===== src/rtl/mem_ctrl.sv =====
`default_nettype none
// ============================================================================
// Module   : mem_ctrl
// Purpose  : Byte-serial memory initiator. Accepts one byte/halfword/word
//            load or store, sequences it as little-endian single-byte
//            accesses on an 8-bit memory port and returns an extended load
//            result together with a one-cycle response pulse.
// Revision : 1.0 - initial release
// ============================================================================
module mem_ctrl (
    input  logic        clock,
    input  logic        reset_n,
    input  logic        req_valid,
    output logic        req_ready,
    input  logic        req_we,
    input  logic [1:0]  req_size,
    input  logic        req_signed,
    input  logic [31:0] req_addr,
    input  logic [31:0] req_wdata,
    output logic        resp_valid,
    output logic [31:0] resp_rdata,
    output logic        mem_rw,
    output logic [7:0]  mem_write,
    input  logic [7:0]  mem_read,
    output logic [31:0] mem_addr
);

    typedef enum logic [1:0] {
        IDLE = 2'd0,
        XFER = 2'd1,
        RESP = 2'd2
    } state_t;

    state_t      state;
    state_t      state_next;

    logic        lat_we;
    logic        lat_signed;
    logic [1:0]  lat_size;
    logic [31:0] lat_addr;
    logic [31:0] lat_wdata;
    logic [1:0]  byte_idx;
    logic [1:0]  last_idx;
    logic [31:0] load_buf;

    logic        accept;
    logic        xfer_done;
    logic [31:0] load_buf_next;
    logic [31:0] load_result;
    logic [7:0]  wdata_byte;

    assign accept    = (state == IDLE) && req_valid;
    assign xfer_done = (state == XFER) && (byte_idx == last_idx);

    // State register; async reset abandons any transfer in flight.
    always_ff @(posedge clock or negedge reset_n) begin
        if (!reset_n) begin
            state <= IDLE;
        end else begin
            state <= state_next;
        end
    end

    // Next-state selection: one cycle per byte, then a single response cycle.
    always_comb begin
        state_next = state;
        case (state)
            IDLE:    if (req_valid) state_next = XFER;
            XFER:    if (byte_idx == last_idx) state_next = RESP;
            RESP:    state_next = IDLE;
            default: state_next = IDLE;
        endcase
    end

    // Merge the byte currently on the read bus into its lane.
    always_comb begin
        load_buf_next = load_buf;
        case (byte_idx)
            2'd0:    load_buf_next[7:0]   = mem_read;
            2'd1:    load_buf_next[15:8]  = mem_read;
            2'd2:    load_buf_next[23:16] = mem_read;
            default: load_buf_next[31:24] = mem_read;
        endcase
    end

    // Sign/zero extension of the assembled load data; size 11 acts as word.
    always_comb begin
        load_result = load_buf_next;
        case (lat_size)
            2'b00:   load_result = {{24{lat_signed & load_buf_next[7]}},  load_buf_next[7:0]};
            2'b01:   load_result = {{16{lat_signed & load_buf_next[15]}}, load_buf_next[15:0]};
            default: load_result = load_buf_next;
        endcase
    end

    // Request latch, byte counter and load assembly buffer.
    always_ff @(posedge clock or negedge reset_n) begin
        if (!reset_n) begin
            lat_we     <= 1'b0;
            lat_signed <= 1'b0;
            lat_size   <= 2'b00;
            lat_addr   <= 32'd0;
            lat_wdata  <= 32'd0;
            byte_idx   <= 2'd0;
            last_idx   <= 2'd0;
            load_buf   <= 32'd0;
        end else if (accept) begin
            lat_we     <= req_we;
            lat_signed <= req_signed;
            lat_size   <= req_size;
            lat_addr   <= req_addr;
            lat_wdata  <= req_wdata;
            byte_idx   <= 2'd0;
            case (req_size)
                2'b00:   last_idx <= 2'd0;
                2'b01:   last_idx <= 2'd1;
                default: last_idx <= 2'd3;
            endcase
        end else if (state == XFER) begin
            byte_idx <= byte_idx + 2'd1;
            if (!lat_we) begin
                load_buf <= load_buf_next;
            end
        end
    end

    // Load result register; only a completing load updates it.
    always_ff @(posedge clock or negedge reset_n) begin
        if (!reset_n) begin
            resp_rdata <= 32'd0;
        end else if (xfer_done && !lat_we) begin
            resp_rdata <= load_result;
        end
    end

    // Store byte selection, little-endian.
    always_comb begin
        wdata_byte = 8'd0;
        case (byte_idx)
            2'd0:    wdata_byte = lat_wdata[7:0];
            2'd1:    wdata_byte = lat_wdata[15:8];
            2'd2:    wdata_byte = lat_wdata[23:16];
            default: wdata_byte = lat_wdata[31:24];
        endcase
    end

    // Memory port and handshake outputs decode directly from state so that
    // reset removes a pending write strobe without waiting for an edge.
    always_comb begin
        req_ready  = (state == IDLE);
        resp_valid = (state == RESP);
        mem_rw     = 1'b0;
        mem_write  = 8'd0;
        mem_addr   = 32'd0;
        if (state == XFER) begin
            mem_addr = lat_addr + {30'd0, byte_idx};
            if (lat_we) begin
                mem_rw    = 1'b1;
                mem_write = wdata_byte;
            end
        end
    end

endmodule
`default_nettype wire


===== config.mk =====
export PLATFORM = sky130hd
export DESIGN_NAME = mem_ctrl
export DESIGN_NICKNAME = d
export VERILOG_FILES = /design/src/rtl/mem_ctrl.sv
export SDC_FILE = /design/constraint.sdc
export NUM_CORES = 1
export LEC_CHECK = 0
export BUFFER_PORTS_ARGS = -buffer_cell sky130_fd_sc_hd__buf_2
export CAP_MARGIN = 40
export CORE_MARGIN = 4
export CORE_UTILIZATION = 40
export DETAILED_ROUTE_END_ITERATION = 8
export GPL_TIMING_DRIVEN = 1
export REMOVE_ABC_BUFFERS = 1
export SLEW_MARGIN = 30
export SYNTH_ARGS = -nofsm -noshare
export SYNTH_HDL_FRONTEND = slang
export SYNTH_SLANG_ARGS = --single-unit

===== constraint.sdc =====
create_clock -name clock -period 3.6 [get_ports clock]
set_clock_uncertainty 0.05 [all_clocks]
set_input_delay 0.72 -clock clock [delete_from_list [all_inputs] [get_ports clock]]
set_output_delay 0.72 -clock clock [all_outputs]
set_load 0.01 [all_outputs]

[Word-level counts from Yosys, hierarchy flattened]
Cells that the tools add are included.
Storage, ports and cells
  register bits: 138
  output and inout port bits: 75
Operators by class
  equality and inequality tests: 9
  add/sub/neg operators: 2
  muxes and demuxes: 17
  reductions and logical operators: 12
  bitwise logic cells: 4
Operator list (number)
  32-bit case mux with 2 select lines: 1
  8-bit two-way mux: 6
  32-bit by 2-bit adder with 32-bit output: 1
  32-bit two-way mux: 1
  8-bit case mux with 3 select lines: 1
  2-bit by 1-bit == test with 1-bit output, second input constant: 4
  2-bit zero test: 4
  2-bit two-way mux: 4
  2-bit case mux with 2 select lines: 2
  2-bit == test, second input constant: 2
  2-bit != test, second input constant: 2
  1-bit logical AND: 3
  3-bit AND reduction: 1
  3-bit OR reduction: 1
  2-bit by 1-bit adder with 2-bit output, second input constant: 1
  1-bit bitwise AND: 2
  2-bit == test: 1
  1-bit two-way mux: 2
  1-bit NOT: 2
  2-bit AND reduction: 1
  2-bit nonzero test: 1
  1-bit zero test: 1

[Depth between registers and ports, before layout]
  depth after elaboration: 4
  depth in mapped cells: 8
  mapped depth without buffers: 6

[Worst setup path before layout]
Ideal clock, no wire load.
  path type: register to output
  from: reg byte_idx[0]
  to: out mem_addr[28]
  required time: 2.830 ns
  buffers on the path: 1
  path slack: 0.480 ns
  arrival time: 2.350 ns
  cell stages (with the launch flop): 8
  cells stage by stage: dfrtp_1 > ha_1 > fa_1 > nand4_4 > or4_1 > buf_2 > or4_1 > a21oi_1
Between the ends
  longest elaborated chain between the ends: 2
RTL lines
  start: declaration: RTL line 42  | logic [1:0] byte_idx;
  start signal: assignment: RTL line 120  | byte_idx <= byte_idx + 2'd1;
  32-bit by 2-bit adder with 32-bit output: RTL line 156  | mem_addr = lat_addr + {30'd0, byte_idx};
  32-bit two-way mux: RTL line 155  | if (state == XFER) begin
  end: declaration: RTL line 25  | output logic [31:0] mem_addr
No other way between the ends.

[Worst setup path in the final report]
  from: reg byte_idx[0]
  to: out mem_addr[26]
Same word-level chain as after synthesis.

==> summary.txt <==
======================================================================================================
Status                                                                                    finished clean
H-tree depth                                                                                         4
Utilization after layout                                                                         51.7%
Library cell with the largest summed area after synthesis                                      dfrtp_1
Data required time of the critical path                                                        2.83 ns
Number of max-slew violations in the final report                                                    0
Final antenna-violating net count                                                                    0
#FFs+latches synth                                                                                 138
Fill count                                                                                       1,444
Final min period                                                                               3.45 ns
Antenna violations before repair                                                                     1
Vias post-DR                                                                                     5,317
Highest fanout seen on the critical path                                                             7
Netlist Area Pre-Place                                                                       6680 um^2
Max frequency                                                                                  290 MHz
Setup-violating endpoint count in the final report                                                   0
Total Wirelength                                                                             17,100 um
Hold violation count in the final report                                                             0
Average wire length per cell after detail routing                                              17.1 um
Share of flip-flops with an asynchronous set or reset                                             100%
Classification of the worst setup path                                                    flip-flop to primary output
Seq. cell area                                                                               3460 um^2
Post-synth EDFFs                                                                                     0
Worst reg2reg startpoint                                                                   byte_idx[1]
Critical path capture point type                                                          primary output
Tightest Pin Transition                                                                       0.835 ns
Areal power density over the cells                                                         949 nW/um^2
Clock tree sinks                                                                                   138
Core box area                                                                              16,100 um^2
Critical path startpoint category                                                            flip-flop
TritonCTS clock tree                                                                               yes
Unrepaired setup endpoints after global routing                                                     no
Global routing usage summed across all routing layers                                            18.7%
Die area                                                                                   18,800 um^2
First-pass GRT wire length                                                                   27,500 um
Static Leak                                                                                    3.57 nW
Main flop type after synthesis                                                                 dfrtp_1
Clk buf depth                                                                                        2
Layout-stage area growth over the synthesis result                                               24.7%
Synth cell types                                                                                    39
Number of hold-repair buffers added at the cts stage                                                 0
Setup TNS                                                                                         0 ns
Initial core utilization                                                                         41.4%
Count of synthesis-stage warnings from yosys                                                         0
Area of the multi-input gates                                                                3050 um^2
Global-route congestion overflow total                                                               0
Path category of the worst min-delay check                                                primary input to async pin
Die Y                                                                                           137 um
Final clock period utilization by the worst path                                                 95.9%
Slowest-stage cell, CP                                                                           or4_4
Maximum number of pins on one net before global-route repair                                        88
Critical Path Source                                                                       byte_idx[0]
Iter 0 DRT Violations                                                                              267
Fraction of layout instances using a drive strength above 1                                      36.1%
Avg Cell Area, Syn                                                                           10.7 um^2
Via-per-instance ratio                                                                            5.33
Cell count after synthesis                                                                         624
Area share of the largest cell type after synthesis                                              51.7%
Top-count cell post-synth                                                                      dfrtp_1
Leading post-synthesis cells by instance count                                            dfrtp_1 (138), nor2_1 (82), mux2_2 (72)
Clock network latency to the later pin of the worst-skew pair                                  0.42 ns
DRC Markers                                                                                          0
Final estimated routing congestion in global placement                                           0.904
Count of input and output buffers                                                                  153
Max-slew headroom                                                                                44.4%
Sequential share of the synthesized area                                                         51.7%
Arrival time of the worst setup path                                                           2.68 ns
Max cap viols                                                                                        0
Synth top area cells                                                                      dfrtp_1 (52%), mux2_2 (12%), a21oi_1 (5.2%), mux2i_1 (4.9%), nor2_1 (4.6%)
I/O pin count                                                                                      154
Die Wd                                                                                          137 um
Number of iterations in the first detailed-routing pass                                              5
Clock transition at the register clock pins on the worst setup and hold paths after CTS        0.06 ns
Peak VDD IR                                                                                   0.378 mV
Stage delay of the slowest cell on the critical path                                           0.49 ns
NumNets Final                                                                                      854
Number of global-route vias before repair                                                        5,401
Number of CTS-inserted buffers                                                                      17
Library cell used as clock root buffer                                                       clkbuf_16
Placement row count                                                                                 46
Critical-path cell list                                                                   ha_2 -> fa_2 -> nand4_4 -> or4_4 -> or4_1 -> a21oi_1 -> buf_2
Half-perimeter wire length after detailed placement                                          12,000 um
======================================================================================================
final timing paths:
kind	to	slack (ns)	depth (start not counted)
min in group clock	resp_rdata[9]	0.44	1
hold reg to reg	resp_rdata[9]	0.44	1
setup reg to reg	resp_rdata[17]	0.70	7
setup / recovery	mem_addr[26]	0.15	7
max in group asynchronous	byte_idx[1]	2.46	3
hold / removal	lat_addr[18]	0.1	1
power by group:
group	switching, mW	leakage [nW]	internal (mW)	total (mW)
clock	0.680	0.272	1.04	1.72
sequential	0.593	1.55	2.30	2.89
combinational	1.76	1.74	1.53	3.29
total	3.03	3.57	4.87	7.90
critical path, delay by kind of cell (launching register included):
family,cells,cell delay (ns)
buf+inv,1,0.16
simple gates,3,1.11
fa+ha+maj,2,0.44
flops,1,0.39
compound gates,1,0.15
logic make-up after synthesis:
family          Yosys count  synth area share, %
mux                     105                 17.1
simple gates            185                 13.9
flops                   138                 51.7
xor+xnor                 14                 1.84
fa+ha+maj                 7                 1.42
buf+inv                  53                 3.03
compound gates          122                 11.0
stage by stage:
step / hold slack (ns) / instances / cell area (um^2) / setup slack (ns) / total power [mW]
after floorplan: 0.374 / 582 / 6520 / 0.105 / 4.98
after global placement: 0.424 / 962 / 7670 / 0.297 / 6.07
after detailed placement: 0.429 / 963 / 7690 / 0.236 / 6.20
after CTS: 0.338 / 995 / 8280 / 0.0631 / 7.97
after global routing: 0.0910 / 998 / 8330 / 0.00783 / 8.49
final: 0.0952 / 998 / 8330 / 0.148 / 7.90
flip-flops by register name, indices dropped and copies added (netlist names):
signal and cells:
byte_idx 2, last_idx 2, lat_addr 32, lat_signed 1
lat_size 2, lat_wdata 32, lat_we 1, load_buf 32
resp_rdata 32, state 2
metal layers:
layer	vias to the layer above	share of wire [%]	track usage, %
li1	2513	-	-
met1	2570	44	24.9
met2	210	46	29.3
met3	24	7.7	5.48
met4	0	1.7	6.26
met5	-	0	0
repair_timing:
item	in CTS	in global routing
endpoints found under the hold margin	0	0
endpoints found under the setup margin	3	11
gates resized for setup	4	2
cloned	0	0
pin swaps	2	1
buffers inserted	0	1
cells in the final DEF (no fill, tap or decap), types with 13 or more instances in the layout:
cell type / instances
buf_2: 152
dfrtp_1: 136
nor2_1: 81
mux2_2: 72
a21oi_1: 70
mux2i_1: 33
nand2_1: 22
nand2b_1: 19
clkbuf_16: 17
or4_1: 13
xnor2_1: 13
final cells by class:
class	count	share of cell area, %
inverters	11	0.496
clock inverters	13	1.71
multi-input cells	433	36.6
flip-flops and latches	138	41.5
diodes	1	0.0301
well taps	216	3.25
repair buffers	167	11.1
clock buffers	19	5.32
(Power assumes the default switching activity.)
